## src/rtl/program_counter.sv

```systemverilog
// Registered Hack-style program counter: reset > load > increment > hold, one action per edge.
// Optional macro PC_WRAP_FLAG_EN adds a registered `wrap` pulse when increment rolls over all-ones.
module program_counter #(
    parameter int unsigned      WIDTH       = 16,
    parameter logic [WIDTH-1:0] RESET_VALUE = '0
) (
    input  logic             clk,
    input  logic             reset,
    input  logic [WIDTH-1:0] in,
    input  logic             load,
    input  logic             inc,
`ifdef PC_WRAP_FLAG_EN
    output logic             wrap,
`endif
    output logic [WIDTH-1:0] out
);

    logic [WIDTH-1:0] r_count = RESET_VALUE;
    logic [WIDTH-1:0] w_next;

    always_comb begin
        w_next = r_count;
        if (load) begin
            w_next = in;
        end else if (inc) begin
            w_next = r_count + 1'b1;
        end
    end

    always_ff @(posedge clk) begin
        if (reset) begin
            r_count <= RESET_VALUE;
        end else begin
            r_count <= w_next;
        end
    end

    assign out = r_count;

`ifdef PC_WRAP_FLAG_EN
    logic r_wrap = 1'b0;
    logic w_wrap_next;

    // Only the increment path can roll over; a load of zero is not a wrap.
    assign w_wrap_next = !load && inc && (&r_count);

    always_ff @(posedge clk) begin
        if (reset) begin
            r_wrap <= 1'b0;
        end else begin
            r_wrap <= w_wrap_next;
        end
    end

    assign wrap = r_wrap;
`endif

endmodule

```

## config.mk

```make
export PLATFORM = sky130hd
export DESIGN_NAME = program_counter
export DESIGN_NICKNAME = d
export VERILOG_FILES = /design/src/rtl/program_counter.sv
export SDC_FILE = /design/constraint.sdc
export NUM_CORES = 1
export LEC_CHECK = 0
export ABC_AREA = 1
export BUFFER_PORTS_ARGS = -buffer_cell sky130_fd_sc_hd__buf_2
export CAP_MARGIN = 40
export CORE_MARGIN = 1.5
export CORE_UTILIZATION = 48
export CTS_CLUSTER_SIZE = 8
export DETAILED_ROUTE_END_ITERATION = 12
export GPL_TIMING_DRIVEN = 0
export HOLD_SLACK_MARGIN = 0.1
export PLACE_DENSITY = 0.79
export SYNTH_ARGS = -nofsm -noshare
export SYNTH_HDL_FRONTEND = slang
export SYNTH_SLANG_ARGS = --single-unit
```

## constraint.sdc

```tcl
create_clock -name clk -period 1.4 [get_ports clk]
set_input_delay 0.28 -clock clk [delete_from_list [all_inputs] [get_ports clk]]
set_output_delay 0.28 -clock clk [all_outputs]
set_load 0.01 [all_outputs]
```

Word level (Yosys, flattened, before mapping)
Cells that the tools add are included.

Output and inout bits: 16. Logic and storage cells: 5. Flip-flop bits (word level): 16.

Reduce and logical (&&, ||, !) cells: 1. Multiplexer cells: 2. $add $sub $neg: 1.

Operators by type and width (number): 16-bit two-way mux (2); 16-bit by 1-bit adder with 16-bit output (second input constant) (1); 2-bit nonzero test (1).

Longest topological paths before layout
Depth after elaboration: 3. Gate-level depth with buffers: 8.

Worst setup path before layout
Ideal clock, no wire load.

Path kind: reg2reg. From: register r_count[0] (netlist: out[0]). To: register r_count[10] (netlist: out[10]). Path slack: 0.089 ns. Cell stages (with the launch flop): 9. Required time: 1.268 ns. Buffers on the path: 0. Arrival: 1.178 ns. Path through: dfxtp_1 -> ha_1 -> nand3_2 -> inv_1 -> nand2_1 -> nor2_1 -> nand2_1 -> nand3_1 -> a21oi_1.

Word-level cells in the longest chain between the ends: 3.

Ends and longest elaborated chain: start, declared (RTL line 18) `logic [WIDTH-1:0] r_count = RESET_VALUE;`; start signal, assigned (RTL line 34) `r_count <= w_next;`; 16-bit by 1-bit adder with 16-bit output (RTL line 26) `w_next = r_count + 1'b1;`; 16-bit two-way mux (RTL line 25) `end else if (inc) begin`; 16-bit two-way mux (RTL line 23) `if (load) begin`.

Every way passes these cells. The select of a mux whose other input is x is not followed. A chain may end at the register's enable or synchronous reset.

Worst setup path after layout
From: register r_count[1] (netlist: out[1]). To: register r_count[10] (netlist: out[10]).

The elaborated chain is that of the path after synthesis.

==> metrics.txt <==
GPL Wtd Cong 0.873; Tmin final 1.28 ns; WL/cell 12.5 µm; worst hold start reset; Synth Net Count 169; die footprint 0.00239 mm²; Cell Pwr Density roughly 750 mW/mm²; via count between 1000 and 1500; core footprint ~0.0020 mm²; reg2reg setup slack 0.12 ns; share of cells above drive strength 1 0.339; total negative slack 0 ns; final hold vios 0; most used cell, CP nand2_1; critical path type reg -> reg; largest net degree at the start of global routing 11; Bufs and invs on worst path 1; port bufs 35; Ys Warns 0; hold path cells 2; Vias/cell between 5 and 6; P_leak 0.588 nW; Yosys reg bits 16; R2R Path Start out[1]$_SDFFE_PP0P_; Worst Hold Path EP out[4]$_SDFFE_PP0P_; Util after Layout 0.655; # DRC 0; unrepaired setup endpoints after global routing false; Reg2Reg Depth 8; vias in the first global route 1021; # fillers 170; Placement Rows 16; max incr delay on CP 0.39 ns; unique cell type count in the Yosys netlist 23; final WL about 2.7 mm; DRT antenna net count 0; CP max-delay cell dfxtp_4; worst-path maximum fanout 5; CP top delay family simple AND/OR/NAND/NOR gates; CP Data Required Time about 1.6 ns; TritonCTS buffer count 3; number of DRC markers in iteration 0 36; post-synth design cell area 0.00101 mm²; Global Route Usage Sum 0.237; max FFs per register 16; max_cap viols 0; Area Growth Syn to Fin 28.3%; worst r2r dst out[10]$_SDFFE_PP0P_; sequential-to-total area share from yosys stat 0.317; first-pass GRT wire length 4.44 mm; Mapped Avg Cell Area between 6 and 7 µm²; Clock Skew 0.00135 ns; Area after DPL 0.00122 mm²; die height 48.9 µm; CTS H-tree lvls 1; outcome finished clean; TritonCTS clock tree built; HP Class in -> reg; crit path DAT 1.44 ns; Max Freq just under 0.8 GHz; crit-path cells ha_4, nand3_4, inv_2, nand2_1, nor2_1, nand2_1, nand3_1, a21oi_1; n_diodes 0; DRT Pass-1 Iters 5; Reg clk slew, reported paths roughly 0.09 ns; Starting Density 0.510; commonest non-fill, non-tap cell in the layout buf_2; CP Capture Type flop; Worst slew margin 0.650; startpoint types flop; DP Wirelength 1.94 mm; final setup vio count 0; clock latency on the worst-skew pair 0.29 ns; Longest Clk Path Bufs 2; period utilization 0.911; DIE WIDTH 48.9 µm; clock sink total 16; Final nets between 200 and 250; grt ovf 0; fin area roughly 0.0013 mm²; Max VDD drop ~0.00056 V; antenna violations before repair 0; Cells after Synth 148; Least-Margin Pin Slew about 0.53 ns; root buf cell clkbuf_4; IO Pins 36; commonest non-fill, non-tap cells in the layout 36 x buf_2, 34 x nand2_1, 15 x nand3_1, 14 x inv_1, 13 x a21oi_1; fin. max-slew vios 0
kinds of logic (layout without fill, tap and decap cells):
family | Yosys count | in the layout | share of synthesized area
flops | 16 | 16 | 0.317
buf+inv | 19 | 60 | 0.0755
xor+xnor | 7 | 7 | 0.0606
compound gates | 33 | 33 | 0.203
simple gates | 72 | 72 | 0.332
fa+ha+maj | 1 | 1 | 0.0124
power breakdown:
part,switching (W),internal [W]
Combinational,0.000101,0.0000878
Clock,0.000154,0.000100
Sequential,0.0000431,0.000484
what timing repair did:
item	4_1_cts	5_1_grt
endpoints found under the setup margin	1	4
hold buffers	0	0
resized for setup	2	10
pin swaps	0	1
buffers inserted	0	3
gates cloned	0	0
layer usage:
layer  track usage  vias up  routed length, µm
met4         0.100        0                 61
met5             0        -                  0
met3        0.0399        7                125
met1         0.300      529               1150
li1              -      582                  -
met2         0.397       34               1370
synthesized netlist by cell type (all sizes together):
master	instances	area [µm²]
a21oi	13	65.1
a22oi	10	75.1
a31oi	1	6.26
buf	2	12.5
clkbuf	2	7.51
dfxtp	16	320
ha	1	12.5
inv	15	56.3
nand2	38	153
nand3	16	85.1
nand4	3	18.8
nor2	15	78.8
o21ai	5	25.0
o21bai	4	33.8
xnor2	2	17.5
xor2	5	43.8
per-stage QoR:
step           hold WS, ns  power, W  cells  setup slack, ns
6_report             0.149  0.000970    216            0.125
5_1_grt              0.156   0.00102    216          0.00342
4_1_cts              0.161  0.000963    213          0.00981
3_5_place_dp         0.477  0.000714    210          -0.0184
3_3_place_gp         0.469  0.000706    210           0.0331
2_1_floorplan        0.349  0.000630    148           0.0893
how the worst max path moves through the flow:
stage / depth (start not counted) / slack, ns / from / endpoint
after detailed placement: 8 / -0.02 / out[0]$_SDFFE_PP0P_ / out[10]$_SDFFE_PP0P_
after global placement: 8 / 0.03 / out[0]$_SDFFE_PP0P_ / out[10]$_SDFFE_PP0P_
after floorplan: 8 / 0.09 / out[0]$_SDFFE_PP0P_ / out[10]$_SDFFE_PP0P_
final: 8 / 0.12 / out[1]$_SDFFE_PP0P_ / out[10]$_SDFFE_PP0P_
after CTS: 8 / 0.01 / out[0]$_SDFFE_PP0P_ / out[10]$_SDFFE_PP0P_
after global routing: 8 / 0.003 / out[1]$_SDFFE_PP0P_ / out[10]$_SDFFE_PP0P_
area by class of cell:
cell class | count | area, µm² | share of cell area
Buffer | 4 | 20.0 | 0.0154
Clock buffer | 3 | 22.5 | 0.0174
Inverter | 15 | 56.3 | 0.0434
Multi-Input combinational cell | 113 | 634 | 0.489
Sequential cell | 16 | 333 | 0.257
Tap cell | 27 | 33.8 | 0.0260
Timing Repair Buffer | 38 | 198 | 0.152
Power figures use the tool's default switching activity.
